--- src/rtl/ram_arb_pkg.sv ---
//------------------------------------------------------------------------------
// Module  : ram_arb_pkg
// Brief   : Shared FSM/owner encodings and defaults for the Data_RAM arbiter.
// Revision: 1.0 - initial release
//------------------------------------------------------------------------------
`default_nettype none

package ram_arb_pkg;

    typedef enum logic [1:0] {
        IDLE    = 2'd0,
        ACC     = 2'd1,
        RD_WAIT = 2'd2
    } state_t;

    typedef enum logic {
        OWN_CPU = 1'b0,
        OWN_DMA = 1'b1
    } owner_t;

    localparam int c_starve_max_default = 15;

endpackage

`default_nettype wire

--- src/rtl/ram_arb_if.sv ---
//------------------------------------------------------------------------------
// Module  : ram_arb_if
// Brief   : CPU and DMA requester handshake bundle for the Data_RAM arbiter.
// Revision: 1.0 - initial release
//------------------------------------------------------------------------------
`default_nettype none

interface ram_arb_if #(
    parameter int AW = 10,
    parameter int DW = 32
);
    logic          cpu_req;
    logic          cpu_we;
    logic [AW-1:0] cpu_addr;
    logic [DW-1:0] cpu_wdata;
    logic          cpu_gnt;
    logic          cpu_rvalid;
    logic [DW-1:0] cpu_rdata;

    logic          dma_req;
    logic          dma_we;
    logic [AW-1:0] dma_addr;
    logic [DW-1:0] dma_wdata;
    logic          dma_gnt;
    logic          dma_rvalid;
    logic [DW-1:0] dma_rdata;

    // Requester side
    modport master (
        output cpu_req, cpu_we, cpu_addr, cpu_wdata,
        input  cpu_gnt, cpu_rvalid, cpu_rdata,
        output dma_req, dma_we, dma_addr, dma_wdata,
        input  dma_gnt, dma_rvalid, dma_rdata
    );

    // Arbiter side
    modport slave (
        input  cpu_req, cpu_we, cpu_addr, cpu_wdata,
        output cpu_gnt, cpu_rvalid, cpu_rdata,
        input  dma_req, dma_we, dma_addr, dma_wdata,
        output dma_gnt, dma_rvalid, dma_rdata
    );
endinterface

`default_nettype wire

--- src/rtl/ram_arb_pick.sv ---
//------------------------------------------------------------------------------
// Module  : ram_arb_pick
// Brief   : Combinational winner select between CPU and DMA requests.
// Revision: 1.0 - initial release
//------------------------------------------------------------------------------
`default_nettype none

module ram_arb_pick
    import ram_arb_pkg::*;
(
    input  wire logic cpu_req,
    input  wire logic dma_req,
    input  wire logic prefer_dma,
    output logic      any_req,
    output owner_t    winner
);

    // A lone requester always wins; prefer_dma only breaks ties.
    always_comb begin
        any_req = cpu_req | dma_req;
        winner  = OWN_CPU;
        if (dma_req && (!cpu_req || prefer_dma)) begin
            winner = OWN_DMA;
        end
    end

endmodule

`default_nettype wire

--- src/rtl/ram_arbiter.sv ---
//------------------------------------------------------------------------------
// Module  : ram_arbiter
// Brief   : Two-port (CPU/DMA) arbiter onto a single 1-cycle-latency Data_RAM.
//           Define RAM_ARB_RR_EN for round-robin; default is fixed priority
//           with a DMA starvation guard.
// Revision: 1.0 - initial release
//------------------------------------------------------------------------------
`default_nettype none

module ram_arbiter
    import ram_arb_pkg::*;
#(
    parameter int AW         = 10,
    parameter int DW         = 32,
    parameter int STARVE_MAX = c_starve_max_default
) (
    input  wire logic          clk,
    input  wire logic          RSTN,
    ram_arb_if.slave           bus,
    output logic               ram_we,
    output logic [AW-1:0]      ram_addr,
    output logic [DW-1:0]      ram_din,
    input  wire logic [DW-1:0] ram_dout,
    output logic               busy
);

    state_t        r_state;
    owner_t        r_owner;
    logic          r_ram_we;
    logic [AW-1:0] r_ram_addr;
    logic [DW-1:0] r_ram_din;
    logic          r_cpu_gnt;
    logic          r_dma_gnt;
    logic          r_cpu_rvalid;
    logic          r_dma_rvalid;
    logic [DW-1:0] r_cpu_rdata;
    logic [DW-1:0] r_dma_rdata;

    logic          w_any_req;
    logic          w_prefer_dma;
    owner_t        w_winner;
    logic          w_win_we;
    logic [AW-1:0] w_win_addr;
    logic [DW-1:0] w_win_wdata;

    ram_arb_pick u_pick (
        .cpu_req    (bus.cpu_req),
        .dma_req    (bus.dma_req),
        .prefer_dma (w_prefer_dma),
        .any_req    (w_any_req),
        .winner     (w_winner)
    );

    assign w_win_we    = (w_winner == OWN_DMA) ? bus.dma_we    : bus.cpu_we;
    assign w_win_addr  = (w_winner == OWN_DMA) ? bus.dma_addr  : bus.cpu_addr;
    assign w_win_wdata = (w_winner == OWN_DMA) ? bus.dma_wdata : bus.cpu_wdata;

`ifdef RAM_ARB_RR_EN
    logic r_rr_ptr;

    // Pointer names the port preferred on the next tie: the one not just served.
    always_ff @(posedge clk or negedge RSTN) begin
        if (!RSTN) begin
            r_rr_ptr <= 1'b0;
        end else if (r_state == IDLE && w_any_req) begin
            r_rr_ptr <= (w_winner == OWN_CPU);
        end
    end

    assign w_prefer_dma = r_rr_ptr;
`else
    localparam logic [3:0] c_starve_max = (STARVE_MAX > 15) ? 4'hF : 4'(STARVE_MAX);

    logic [3:0] r_starve;

    always_ff @(posedge clk or negedge RSTN) begin
        if (!RSTN) begin
            r_starve <= 4'd0;
        end else if (r_state == IDLE && w_any_req) begin
            if (w_winner == OWN_DMA) begin
                r_starve <= 4'd0;
            end else if (bus.dma_req && r_starve != 4'hF) begin
                r_starve <= r_starve + 4'd1;
            end
        end
    end

    assign w_prefer_dma = (r_starve == c_starve_max);
`endif

    always_ff @(posedge clk or negedge RSTN) begin
        if (!RSTN) begin
            r_state      <= IDLE;
            r_owner      <= OWN_CPU;
            r_ram_we     <= 1'b0;
            r_ram_addr   <= '0;
            r_ram_din    <= '0;
            r_cpu_gnt    <= 1'b0;
            r_dma_gnt    <= 1'b0;
            r_cpu_rvalid <= 1'b0;
            r_dma_rvalid <= 1'b0;
            r_cpu_rdata  <= '0;
            r_dma_rdata  <= '0;
        end else begin
            r_ram_we     <= 1'b0;
            r_cpu_gnt    <= 1'b0;
            r_dma_gnt    <= 1'b0;
            r_cpu_rvalid <= 1'b0;
            r_dma_rvalid <= 1'b0;
            case (r_state)
                IDLE: begin
                    if (w_any_req) begin
                        r_owner    <= w_winner;
                        r_ram_we   <= w_win_we;
                        r_ram_addr <= w_win_addr;
                        r_ram_din  <= w_win_wdata;
                        r_cpu_gnt  <= (w_winner == OWN_CPU);
                        r_dma_gnt  <= (w_winner == OWN_DMA);
                        r_state    <= ACC;
                    end
                end
                ACC: begin
                    if (r_ram_we) begin
                        r_state <= IDLE;
                    end else begin
                        r_cpu_rvalid <= (r_owner == OWN_CPU);
                        r_dma_rvalid <= (r_owner == OWN_DMA);
                        r_state      <= RD_WAIT;
                    end
                end
                RD_WAIT: begin
                    if (r_owner == OWN_CPU) begin
                        r_cpu_rdata <= ram_dout;
                    end else begin
                        r_dma_rdata <= ram_dout;
                    end
                    r_state <= IDLE;
                end
                default: begin
                    r_state <= IDLE;
                end
            endcase
        end
    end

    // RAM data is only valid during RD_WAIT, so it is forwarded while rvalid is
    // high and the captured copy holds it afterwards.
    assign bus.cpu_rdata  = r_cpu_rvalid ? ram_dout : r_cpu_rdata;
    assign bus.dma_rdata  = r_dma_rvalid ? ram_dout : r_dma_rdata;
    assign bus.cpu_gnt    = r_cpu_gnt;
    assign bus.dma_gnt    = r_dma_gnt;
    assign bus.cpu_rvalid = r_cpu_rvalid;
    assign bus.dma_rvalid = r_dma_rvalid;

    assign ram_we   = r_ram_we;
    assign ram_addr = r_ram_addr;
    assign ram_din  = r_ram_din;
    assign busy     = (r_state != IDLE);

endmodule

`default_nettype wire

--- src/flat_wrapper.sv ---
// flat-port wrapper written by rule: the top's interface ports become plain ports
module ram_arbiter_flat import ram_arb_pkg::*;
#(
    parameter int AW         = 10,
    parameter int DW         = 32,
    parameter int STARVE_MAX = c_starve_max_default
)
  (clk, RSTN, ram_we, ram_addr, ram_din, ram_dout, busy, bus_cpu_req, bus_cpu_we, bus_cpu_addr, bus_cpu_wdata, bus_cpu_gnt, bus_cpu_rvalid, bus_cpu_rdata, bus_dma_req, bus_dma_we, bus_dma_addr, bus_dma_wdata, bus_dma_gnt, bus_dma_rvalid, bus_dma_rdata);
  ram_arb_if #(.AW(AW), .DW(DW)) bus_i ();
  input  wire logic clk;
  input  wire logic RSTN;
  output logic ram_we;
  output logic [AW-1:0] ram_addr;
  output logic [DW-1:0] ram_din;
  input  wire logic [DW-1:0] ram_dout;
  output logic busy;
  input wire logic [$bits(bus_i.cpu_req)-1:0] bus_cpu_req;
  input wire logic [$bits(bus_i.cpu_we)-1:0] bus_cpu_we;
  input wire logic [$bits(bus_i.cpu_addr)-1:0] bus_cpu_addr;
  input wire logic [$bits(bus_i.cpu_wdata)-1:0] bus_cpu_wdata;
  output wire logic [$bits(bus_i.cpu_gnt)-1:0] bus_cpu_gnt;
  output wire logic [$bits(bus_i.cpu_rvalid)-1:0] bus_cpu_rvalid;
  output wire logic [$bits(bus_i.cpu_rdata)-1:0] bus_cpu_rdata;
  input wire logic [$bits(bus_i.dma_req)-1:0] bus_dma_req;
  input wire logic [$bits(bus_i.dma_we)-1:0] bus_dma_we;
  input wire logic [$bits(bus_i.dma_addr)-1:0] bus_dma_addr;
  input wire logic [$bits(bus_i.dma_wdata)-1:0] bus_dma_wdata;
  output wire logic [$bits(bus_i.dma_gnt)-1:0] bus_dma_gnt;
  output wire logic [$bits(bus_i.dma_rvalid)-1:0] bus_dma_rvalid;
  output wire logic [$bits(bus_i.dma_rdata)-1:0] bus_dma_rdata;
  assign bus_i.cpu_req = bus_cpu_req;
  assign bus_i.cpu_we = bus_cpu_we;
  assign bus_i.cpu_addr = bus_cpu_addr;
  assign bus_i.cpu_wdata = bus_cpu_wdata;
  assign bus_cpu_gnt = bus_i.cpu_gnt;
  assign bus_cpu_rvalid = bus_i.cpu_rvalid;
  assign bus_cpu_rdata = bus_i.cpu_rdata;
  assign bus_i.dma_req = bus_dma_req;
  assign bus_i.dma_we = bus_dma_we;
  assign bus_i.dma_addr = bus_dma_addr;
  assign bus_i.dma_wdata = bus_dma_wdata;
  assign bus_dma_gnt = bus_i.dma_gnt;
  assign bus_dma_rvalid = bus_i.dma_rvalid;
  assign bus_dma_rdata = bus_i.dma_rdata;
  ram_arbiter #(.AW(AW), .DW(DW), .STARVE_MAX(STARVE_MAX)) u_core (.clk(clk), .RSTN(RSTN), .bus(bus_i), .ram_we(ram_we), .ram_addr(ram_addr), .ram_din(ram_din), .ram_dout(ram_dout), .busy(busy));
endmodule
--- config.mk ---
export PLATFORM = sky130hd
export DESIGN_NAME = ram_arbiter_flat
export DESIGN_NICKNAME = d
export VERILOG_FILES = /design/src/rtl/ram_arb_pkg.sv /design/src/rtl/ram_arb_if.sv /design/src/rtl/ram_arb_pick.sv /design/src/rtl/ram_arbiter.sv /design/src/flat_wrapper.sv
export SDC_FILE = /design/constraint.sdc
export NUM_CORES = 1
export LEC_CHECK = 0
export CORE_MARGIN = 4
export CORE_UTILIZATION = 30
export CTS_CLUSTER_DIAMETER = 50
export CTS_CLUSTER_SIZE = 30
export DETAILED_ROUTE_END_ITERATION = 10
export PLACE_DENSITY = 0.57
export SLEW_MARGIN = 0
export SYNTH_ARGS = -nofsm -noshare
export SYNTH_HDL_FRONTEND = slang
export SYNTH_SLANG_ARGS = --single-unit
export TNS_END_PERCENT = 30
--- constraint.sdc ---
create_clock -name clk -period 3.1 [get_ports clk]
set_input_delay 0.62 -clock clk [delete_from_list [all_inputs] [get_ports clk]]
set_output_delay 0.62 -clock clk [all_outputs]
set_load 0.03 [all_outputs]
==> results of run 1 <==
through the flow:
stage               cell area, µm²  worst slack [ns]  utilization (%)  power, mW  hold WS (ns)
floorplan                     5638            0.9685                -      6.318        0.3244
global placement              8212            0.4097            45.10      8.605        0.4422
detailed placement            8212            0.3730            45.10      8.655        0.4544
CTS                           8857            0.2415            48.64      10.89        0.1180
global route                  8857            0.2075            48.64      11.29        0.1420
finish                        8857            0.2922            48.64      10.75        0.1304
where the power goes:
part | leakage (nW) | internal [mW] | switching, mW | total [mW]
Sequential | 1.42 | 2.31 | 0.422 | 2.74
Clock | 0.313 | 1.44 | 0.708 | 2.15
Combinational | 1.93 | 2.77 | 3.10 | 5.86
Total | 3.67 | 6.52 | 4.23 | 10.8
synth_stat cells:
master                     instances  area share (%)
sky130_fd_sc_hd__nor3b_1           2            0.27
sky130_fd_sc_hd__buf_1             7            0.47
sky130_fd_sc_hd__mux2_2          128              26
sky130_fd_sc_hd__nand3_1           4            0.36
sky130_fd_sc_hd__nand3b_1          1            0.13
sky130_fd_sc_hd__and3_1            1            0.11
sky130_fd_sc_hd__buf_2             3            0.27
sky130_fd_sc_hd__dfrtp_1         118              52
sky130_fd_sc_hd__and2_1            1            0.11
sky130_fd_sc_hd__or4b_1            1            0.18
sky130_fd_sc_hd__o21ai_1           1           0.089
sky130_fd_sc_hd__a211oi_1         42             5.6
sky130_fd_sc_hd__a221o_1          42             7.5
sky130_fd_sc_hd__nand2_1           3            0.20
sky130_fd_sc_hd__a22o_1            2            0.31
sky130_fd_sc_hd__nand4_1           3            0.33
sky130_fd_sc_hd__buf_6             1            0.20
sky130_fd_sc_hd__a21o_1            1            0.13
sky130_fd_sc_hd__a21oi_1           1           0.089
sky130_fd_sc_hd__nor2b_1           1            0.11
sky130_fd_sc_hd__nand2b_1          2            0.22
sky130_fd_sc_hd__nor2_1            1           0.067
sky130_fd_sc_hd__o21ai_0           3            0.27
sky130_fd_sc_hd__clkbuf_1         27             1.8
sky130_fd_sc_hd__or3b_1            1            0.16
sky130_fd_sc_hd__ha_1              1            0.22
sky130_fd_sc_hd__inv_1            44             2.9
sequential cells by signal (all words and copies together), names as in the netlist:
register	flops
u_core.r_owner	1
u_core.bus.cpu_rvalid	1
u_core.ram_din	32
u_core.r_starve	4
u_core.r_dma_rdata	32
u_core.bus.cpu_gnt	1
u_core.r_cpu_rdata	32
u_core.ram_we	1
u_core.bus.dma_rvalid	1
u_core.ram_addr	10
u_core.bus.dma_gnt	1
u_core.r_state	2
critical path, stage by stage, from the launching register on:
cell and delay, ns:
sky130_fd_sc_hd__dfrtp_1 0.32, sky130_fd_sc_hd__buf_4 0.41, sky130_fd_sc_hd__mux2_2 0.40, sky130_fd_sc_hd__clkdlybuf4s50_1 0.62
kinds of logic after synthesis:
family                     share of synthesized area (%)
muxes                                              25.57
adders and majority gates                         0.2219
DFF                                                52.37
and+or+nand+nor                                    2.242
buffers and inverters                              5.659
AOI/OAI and AO/OA                                  13.94
worst max-delay path by stage:
| stage | start | to | slack, ns |
|---|---|---|---|
| after global routing | u_core.bus.cpu_rvalid | bus_cpu_rdata[26] | 0.21 |
| after global placement | bus_dma_req | u_core.ram_din[9] | 0.41 |
| after CTS | u_core.bus.cpu_rvalid | bus_cpu_rdata[6] | 0.24 |
| final | u_core.bus.cpu_rvalid | bus_cpu_rdata[20] | 0.29 |
| after detailed placement | bus_dma_req | u_core.ram_din[9] | 0.37 |
| after floorplan | u_core.bus.cpu_rvalid | bus_cpu_rdata[10] | 0.97 |
final cells by class:
type | instances | area share, %
inverters | 44 | 1.865
clock buffers | 19 | 5.001
flip-flops and latches | 118 | 33.34
repair buffers | 244 | 27.32
clock inverters | 13 | 2.288
multi-input cells | 242 | 26.95
well taps | 229 | 3.235
layer usage:
layer	up-vias	track usage [%]
li1	2100	-
met1	2193	19.32
met2	195	25.42
met3	19	6.922
met4	0	4.748
met5	-	0
==> qor.csv, run 1 <==
stage,metric,value,unit
route,DRC viols,0,
clock_tree,Skew-Pair Late Insertion Delay,0.41,ns
clock_tree,clock tree from TritonCTS,built,
cells_and_area,share of cells above drive strength 1,25.74,%
critical_path,data required time at the worst endpoint,2.48,ns
clock_tree,cts-stage hold buffer count,0,
clock_tree,post-CTS setup repair buffer count,0,
cells_and_area,fill count,1568,
yosys,Post-Synthesis Net Count,565,
clock_tree,clock buffer depth,2,
power_and_ir_drop,Pwr per Cell Area,1214,nW/µm²
cells_and_area,antenna cells,0,
route,drt total wl,16.89,mm
route,top routing layer used,met4,
yosys,sequential area share after synthesis,52.37,%
critical_path,highest fanout seen on the critical path,33,
floorplanning,area enclosed by the die boundary,21050,µm²
cells_and_area,most frequent standard cell in the layout excluding fill and tap cells,sky130_fd_sc_hd__clkdlybuf4s50_1,
critical_path,critical path class,flip-flop to primary output,
placement,last weighted congestion value of the routability-driven placer,0.7922,
yosys,"Warnings, synthesis",0,
global_route,global router's overall resource usage,15.81,%
route,Met2 Wirelength,7.764,mm
floorplanning,Core Footprint,18210,µm²
sta,setup skew after layout,0.008705,ns
sta,hold violation total from the final report,0,
sta,relative slew slack,64.35,%
critical_path,source of the worst register-to-register timing path,u_core.r_state[1],
yosys,post-synthesis cell count,442,
power_and_ir_drop,Peak VDD IR,0.4694,mV
yosys,area of the mapped netlist,5638,µm²
critical_path,setup slack of the most critical reg-to-reg path,1.12,ns
floorplanning,I/O pin count,234,
route,number of vias in the routed layout,4507,
clock_tree,clock transition at the registers of the reported paths,0.06,ns
critical_path,reg-to-reg critical path endpoint,u_core.ram_addr[3],
critical_path,R2R depth,4,
power_and_ir_drop,LEAKAGE,3.667,nW
yosys,Synth cell types,27,
critical_path,Worst Setup Start Kind,flip-flop,
global_route,via count of the first global-routing pass,4876,
clock_tree,number of gates given a new drive strength after cts,0,
cells_and_area,number of nets in the final layout,790,
global_route,total congestion overflow,0,
cells_and_area,Storage cell area,2953,µm²
cells_and_area,Syn-to-layout area delta,57.10,%
global_route,wire length of the first global-routing pass,27.02,mm
route,routed wirelength normalized by instance count,18.58,µm
sta,maximum frequency from static timing analysis,0.3562,GHz
clock_tree,clock sink count,118,
global_route,number of antenna violations at the first check in global routing,0,
sta,total negative slack for setup checks,0,ns
yosys,synthesized area per cell,12.76,µm²
sta,RSZ-0062 raised after global routing,no,
cells_and_area,most frequent cells in the layout,"sky130_fd_sc_hd__clkdlybuf4s50_1, sky130_fd_sc_hd__mux2_2, sky130_fd_sc_hd__dfrtp_1",
placement,hpwl dp,11.44,mm
placement,"number of placed instances, taps included",877,
route,met3 wire len,1.568,mm
status,run status,"finished, final reports clean",
floorplanning,Horiz. Die Dim,145.1,µm
placement,Port Buffer Count,233,
sta,slew at the pin with the worst max-slew slack,0.5347,ns
critical_path,Setup crit end kind,primary output,
clock_tree,total CTS buffers,17,
floorplanning,Placement Rows,49,
route,number of nets with antenna violations after routing,0,
sta,total of endpoints with negative setup slack in the final report,0,
route,DRT met1 WL,7.334,mm
route,via/cell ratio,4.958,
critical_path,worst path arrival time,2.19,ns
route,DRT Pass-1 Iters,6,
sta,post-route fraction of the period consumed by the critical path,90.57,%
sta,Final Max Slew Viols,0,
route,initial drt markers,114,
floorplanning,starting utilization of the core area,30.96,%
floorplanning,die height,145.1,µm
clock_tree,CTS root buffer,sky130_fd_sc_hd__clkbuf_16,
yosys,synthesis-stage register bit count,118,
cells_and_area,final standard cell count with taps included and fillers excluded,909,
clock_tree,htree depth,4,
min_path,Min-Delay Path Class,input pin to async pin,
sta,Final min period,2.808,ns
cells_and_area,area of the multi-input gates,2387,µm²
global_route,maximum number of pins on one net before global-route repair,63,
job,number of maximum-capacitance violations,0,
Note: power is estimated with default switching activity, not from simulation.
==> run 2, diff against run 1 <==
--- a/config.mk
+++ b/config.mk
@@ -10,7 +10,7 @@
 export CTS_CLUSTER_DIAMETER = 50
 export CTS_CLUSTER_SIZE = 30
 export DETAILED_ROUTE_END_ITERATION = 10
-export PLACE_DENSITY = 0.57
+export PLACE_DENSITY = 0.59
 export SLEW_MARGIN = 0
 export SYNTH_ARGS = -nofsm -noshare
 export SYNTH_HDL_FRONTEND = slang
==> constraint.sdc (replaced) <==
create_clock -name clk -period 2.4 [get_ports clk]
set_input_delay 0.48 -clock clk [delete_from_list [all_inputs] [get_ports clk]]
set_output_delay 0.48 -clock clk [all_outputs]
set_load 0.03 [all_outputs]
==> qor.csv, run 2 (synthesis gave the netlist of run 1 again) <==
stage,metric,value,unit,change
sta,total of endpoints with negative setup slack in the final report,0,,unchanged
critical_path,source of the worst register-to-register timing path,u_core.r_starve[0],,
cells_and_area,number of nets in the final layout,796,,+0.76%
power_and_ir_drop,Pwr per Cell Area,1512,nW/µm²,+25%
placement,placed inst area,8339,µm²,+1.6%
power_and_ir_drop,Peak VDD IR,0.5946,mV,+27%
sta,RSZ-0062 raised after global routing,no,,
clock_tree,CTS root buffer,sky130_fd_sc_hd__clkbuf_16,,
placement,Port Buffer Count,233,,unchanged
clock_tree,Skew-Pair Late Insertion Delay,0.42,ns,about the same
clock_tree,clock transition at the registers of the reported paths,0.06,ns,about the same
cells_and_area,Syn-to-layout area delta,57.70,%,
sta,setup skew after layout,0.01046,ns,+0.001758 ns
critical_path,data required time at the worst endpoint,1.92,ns,-0.56 ns
floorplanning,area enclosed by the die boundary,21050,µm²,unchanged
cells_and_area,final standard cell count with taps included and fillers excluded,915,,+0.66%
route,number of nets with antenna violations after routing,0,,unchanged
global_route,total congestion overflow,0,,unchanged
critical_path,series of cell instances along the critical path,buf_12 -> mux2_2 -> dlygate4sd2_1,,
critical_path,Setup crit start,u_core.bus.cpu_rvalid,,
critical_path,reg-to-reg critical path endpoint,u_core.ram_din[8],,
sta,Final min period,2.240,ns,
sta,relative slew slack,66.23,%,+1.9 points
placement,last weighted congestion value of the routability-driven placer,0.7904,,-0.23%
route,initial drt markers,136,,+19%
cells_and_area,fill count,1611,,+2.7%
route,number of vias in the routed layout,4523,,+0.36%
cells_and_area,most frequent cells in the layout,"sky130_fd_sc_hd__clkdlybuf4s50_1, sky130_fd_sc_hd__mux2_2, sky130_fd_sc_hd__dfrtp_1",,
critical_path,Max stage delay on crit path,0.37,ns,-0.25 ns
floorplanning,Core Footprint,18210,µm²,unchanged
critical_path,R2R depth,5,,+1
route,DRT Pass-1 Iters,4,,-2
clock_tree,total CTS buffers,17,,unchanged
critical_path,worst path arrival time,1.76,ns,-0.43 ns
sta,total negative slack for setup checks,0,ns,unchanged
global_route,number of antenna violations at the first check in global routing,0,,unchanged
clock_tree,clock tree from TritonCTS,built,,
critical_path,Worst Setup EP,bus_cpu_rdata[17],,
global_route,wire length of the first global-routing pass,26.97,mm,-0.20%
critical_path,Worst Setup Start Kind,flip-flop,,
floorplanning,starting utilization of the core area,30.96,%,unchanged
sta,post-route fraction of the period consumed by the critical path,93.32,%,
sta,slew at the pin with the worst max-slew slack,0.5066,ns,-0.02815 ns
critical_path,setup slack of the most critical reg-to-reg path,0.63,ns,-0.49 ns
global_route,via count of the first global-routing pass,4876,,unchanged
clock_tree,clock buffer depth,2,,unchanged
job,number of maximum-capacitance violations,0,,unchanged
global_route,global router's overall resource usage,15.96,%,+0.15 points
critical_path,critical path class,flip-flop to primary output,,
power_and_ir_drop,LEAKAGE,3.811,nW,+3.9%
sta,Final Max Slew Viols,0,,unchanged
cells_and_area,share of cells above drive strength 1,26.82,%,+1.1 points
cells_and_area,antenna cells,0,,unchanged
cells_and_area,final design instance area without fill,8891,µm²,+0.38%
sta,hold violation total from the final report,0,,unchanged
critical_path,highest fanout seen on the critical path,33,,unchanged
floorplanning,Placement Rows,49,,unchanged
route,routed wirelength normalized by instance count,18.32,µm,-1.4%
placement,hpwl dp,11.60,mm,+1.3%
placement,"number of placed instances, taps included",882,,+0.57%
floorplanning,I/O pin count,234,,unchanged
floorplanning,die height,145.1,µm,unchanged
clock_tree,clock sink count,118,,unchanged
clock_tree,htree depth,4,,unchanged
route,drt total wl,16.76,mm,-0.78%
sta,maximum frequency from static timing analysis,0.4465,GHz,
min_path,Min-Delay Path Class,input pin to flip-flop,,
critical_path,library cell contributing the largest single delay on the critical path,sky130_fd_sc_hd__dlygate4sd2_1,,
cells_and_area,most frequent standard cell in the layout excluding fill and tap cells,sky130_fd_sc_hd__clkdlybuf4s50_1,,
route,via/cell ratio,4.943,,-0.30%
status,run status,"finished, final reports clean",,
critical_path,Setup crit end kind,primary output,,
route,DRC viols,0,,unchanged
floorplanning,Horiz. Die Dim,145.1,µm,unchanged
global_route,maximum number of pins on one net before global-route repair,42,,-33%
run 2: changes by cell type in the layout (fill, tap and decap cells not counted), sizes merged:
| cell | before | now |
|---|---|---|
| clkinvlp | 2 | 3 |
| buf | 13 | 22 |
| dlygate4sd2 | 0 | 62 |
| clkbuf | 19 | 21 |
| bufinv | 5 | 3 |
| clkdlybuf4s50 | 231 | 165 |
| inv | 45 | 44 |
| dlygate4sd3 | 0 | 1 |
run 2: area by class of cell:
| cell class | count | area, µm² | share of cell area [%] |
|---|---|---|---|
| tap | 229 | 286.5 | 3.223 |
| clock inverter | 11 | 148.9 | 1.675 |
| timing repair buffer | 250 | 2480 | 27.89 |
| clock buffer | 21 | 470.5 | 5.291 |
| multi-input combinational | 242 | 2387 | 26.85 |
| sequential | 118 | 2953 | 33.21 |
| inverter | 44 | 165.2 | 1.858 |
run 2: per-stage QoR:
stage | power, mW | utilization (%) | hold WS (ns) | setup slack, ns
after global routing | 14.17 | 48.83 | 0.4876 | 0.09856
after global placement | 11.30 | 45.80 | 0.3689 | 0.03553
after detailed placement | 11.37 | 45.80 | 0.3832 | 0.04087
final | 13.44 | 48.83 | 0.4861 | 0.1603
after floorplan | 8.160 | - | 0.1844 | 0.4085
after CTS | 13.61 | 48.83 | 0.4657 | 0.1207
run 2: how the worst min path moves through the flow:
| stage | start | end | slack [ns] | cells past startpoint |
|---|---|---|---|---|
| 2_1_floorplan | RSTN | u_core.bus.cpu_gnt | 0.18 | 0 |
| 3_3_place_gp | RSTN | u_core.r_dma_rdata[15] | 0.37 | 1 |
| 3_5_place_dp | RSTN | u_core.r_cpu_rdata[11] | 0.38 | 1 |
| 4_1_cts | bus_cpu_req | u_core.r_starve[1] | 0.47 | 3 |
| 5_1_grt | bus_cpu_req | u_core.r_starve[1] | 0.49 | 3 |
| 6_report | bus_cpu_req | u_core.r_starve[1] | 0.49 | 3 |
run 2: critical path, delay by kind of cell (launching register included):
family | cells | cell delay, ns
buffers and inverters | 2 | 0.60
DFF | 1 | 0.36
muxes | 1 | 0.36
run 2: repair_timing:
item,4_1_cts,5_1_grt
endpoints found under the setup margin,62,0
endpoints found under the hold margin,16,0
resized for setup,62,0
hold buffers,1,0
setup buffers,0,0
run 2: layer usage:
metal,wire length [µm],vias to the layer above,global-route usage [%]
met2,7526,213,24.91
li1,-,2115,-
met4,347,0,5.745
met5,0,-,0
met3,1498,28,6.611
met1,7387,2167,19.99
run 2: power by group:
part           switching, mW  internal, mW
logic                   4.00          3.26
clock network          0.931          1.72
registers              0.549          2.99
total                   5.48          7.97
==> run 3, diff against run 2 <==
--- a/config.mk
+++ b/config.mk
@@ -5,7 +5,6 @@
 export SDC_FILE = /design/constraint.sdc
 export NUM_CORES = 1
 export LEC_CHECK = 0
-export CORE_MARGIN = 4
 export CORE_UTILIZATION = 30
 export CTS_CLUSTER_DIAMETER = 50
 export CTS_CLUSTER_SIZE = 30
==> qor.csv, run 3 (synthesis gave the netlist of run 1 again) <==
stage,metric,value,unit,change
status,run status,"complete, but fails checks",,
status,violations in the final reports,design-rule violations,,
sta,total of endpoints with negative setup slack in the final report,0,,unchanged
critical_path,Setup crit end kind,primary output,,
route,DRC viols,16,,+16
route,drt total wl,16.32,mm,-2.6%
critical_path,worst path arrival time,1.76,ns,about the same
global_route,via count of the first global-routing pass,4919,,+0.88%
power_and_ir_drop,Pwr per Cell Area,1514,nW/µm²,+0.15%
floorplanning,starting utilization of the core area,30.96,%,unchanged
sta,post-layout worst setup margin,0.1581,ns,-0.002129 ns
placement,last weighted congestion value of the routability-driven placer,0.7603,,-3.8%
critical_path,Max stage delay on crit path,0.61,ns,+0.24 ns
cells_and_area,most frequent cells in the layout,"sky130_fd_sc_hd__clkdlybuf4s50_1, sky130_fd_sc_hd__mux2_2, sky130_fd_sc_hd__dfrtp_1",,
critical_path,data required time at the worst endpoint,1.92,ns,about the same
critical_path,critical path class,flip-flop to primary output,,
route,number of vias in the routed layout,4521,,-0.044%
global_route,number of antenna violations at the first check in global routing,1,,+1
power_and_ir_drop,PnR Total Power,13.40,mW,-0.34%
critical_path,highest fanout seen on the critical path,5,,-85%
critical_path,worst path bufs/invs,2,,unchanged
critical_path,series of cell instances along the critical path,nor2_2 -> inv_1 -> clkdlybuf4s50_1,,
critical_path,family with the most delay on the worst path,buffers and inverters,,
floorplanning,Horiz. Die Dim,139.1,µm,-4.1%
sta,setup skew after layout,0.007707,ns,-0.002756 ns
floorplanning,area enclosed by the die boundary,19340,µm²,-8.1%
clock_tree,total CTS buffers,17,,unchanged
clock_tree,CTS root buffer,sky130_fd_sc_hd__clkbuf_16,,
clock_tree,clock transition at the registers of the reported paths,0.05,ns,about the same
cells_and_area,Syn-to-layout area delta,56.92,%,
cells_and_area,antenna cells,0,,unchanged
sta,Final min period,2.242,ns,+0.002129 ns
sta,post-route fraction of the period consumed by the critical path,93.41,%,about the same
clock_tree,htree depth,4,,unchanged
critical_path,Worst Setup Start Kind,flip-flop,,
power_and_ir_drop,LEAKAGE,3.793,nW,-0.46%
route,DRT Pass-1 Iters,9,,+5
sta,relative slew slack,54.30,%,-12 points
job,number of maximum-capacitance violations,0,,unchanged
cells_and_area,share of cells above drive strength 1,26.73,%,-0.097 points
global_route,maximum number of pins on one net before global-route repair,119,,+180%
sta,RSZ-0062 raised after global routing,no,,
placement,Port Buffer Count,233,,unchanged
clock_tree,clock sink count,118,,unchanged
sta,Final Max Slew Viols,0,,unchanged
floorplanning,Core Footprint,18210,µm²,unchanged
power_and_ir_drop,Peak VDD IR,0.7048,mV,+19%
route,number of nets with antenna violations after routing,0,,unchanged
clock_tree,Skew-Pair Late Insertion Delay,0.41,ns,about the same
global_route,wire length of the first global-routing pass,26.59,mm,-1.4%
floorplanning,Placement Rows,49,,unchanged
sta,hold violation total from the final report,0,,unchanged
min_path,Min-Delay Path Class,input pin to async pin,,
cells_and_area,most frequent standard cell in the layout excluding fill and tap cells,sky130_fd_sc_hd__clkdlybuf4s50_1,,
floorplanning,I/O pin count,234,,unchanged
critical_path,source of the worst register-to-register timing path,u_core.r_starve[0],,
placement,hpwl dp,10.84,mm,-6.5%
sta,maximum frequency from static timing analysis,0.4461,GHz,about the same
sta,slew at the pin with the worst max-slew slack,0.6856,ns,+0.1790 ns
global_route,total congestion overflow,0,,unchanged
route,initial drt markers,202,,+49%
critical_path,library cell contributing the largest single delay on the critical path,sky130_fd_sc_hd__clkdlybuf4s50_1,,
global_route,global router's overall resource usage,17.64,%,+1.7 points
cells_and_area,number of nets in the final layout,792,,-0.50%
clock_tree,clock tree from TritonCTS,built,,
clock_tree,post-CTS setup repair buffer count,0,,unchanged
floorplanning,die height,139.1,µm,-4.1%
route,routed wirelength normalized by instance count,17.94,µm,-2.1%
placement,Placement Setup Slack,0.05903,ns,+0.01816 ns
route,via/cell ratio,4.968,,+0.50%
sta,total negative slack for setup checks,0,ns,unchanged
clock_tree,clock buffer depth,2,,unchanged
critical_path,Setup crit start,u_core.r_state[1],,
==> run 3: metrics by stage <==
| stage | hold WS (ns) | cell area (µm²) | instances | util [%] |
|---|---|---|---|---|
| final | 0.1345 | 8847 | 910 | 48.59 |
| after global routing | 0.2119 | 8847 | 910 | 48.59 |
| after CTS | 0.1897 | 8845 | 910 | 48.57 |
| after detailed placement | 0.4469 | 8304 | 879 | 45.61 |
| after global placement | 0.4473 | 8304 | 879 | 45.61 |
| after floorplan | 0.1844 | 5638 | 442 | - |
==> run 3: where the power goes <==
part	switching (mW)	internal [mW]	leakage (nW)	total, mW
sequential	0.564	2.99	1.42	3.55
clock	0.878	1.76	0.301	2.64
combinational	3.97	3.23	2.07	7.21
total	5.42	7.98	3.79	13.4
==> run 3: what timing repair did <==
item / 4_1_cts / 5_1_grt
hold buffers: 0 / 0
cloned: 0 / 0
gates resized for setup: 62 / 1
setup endpoints to repair: 62 / 1
==> run 3: area by class of cell <==
| cell class | count | area [µm²] |
|---|---|---|
| Fill cell | 1629 | 9361 |
| Sequential cell | 118 | 2953 |
| Timing Repair Buffer | 246 | 2435 |
| Multi-Input combinational cell | 242 | 2390 |
| Clock buffer | 23 | 498.0 |
| Tap cell | 229 | 286.5 |
| Inverter | 44 | 165.2 |
| Clock inverter | 8 | 120.1 |
==> run 3: path summary, 6_finish.rpt <==
check | end | slack [ns] | cells past startpoint
setup / recovery | busy | 0.16 | 3
hold / removal | u_core.r_cpu_rdata[0] | 0.13 | 2
setup reg to reg | u_core.ram_din[0] | 0.68 | 5
hold reg to reg | u_core.r_state[1] | 0.45 | 1
max in group asynchronous | u_core.ram_din[29] | 1.71 | 2
min in group clk | u_core.r_starve[1] | 0.41 | 3
==> run 3: layer usage <==
layer	share of wire (%)	vias to the layer above	routed length, µm	GRT usage (%)
met3	10	15	1625	7.838
met2	48	203	7882	28.92
li1	-	2106	-	-
met5	0.080	-	13	0
met4	1.3	2	208	5.614
met1	40	2195	6594	20.63
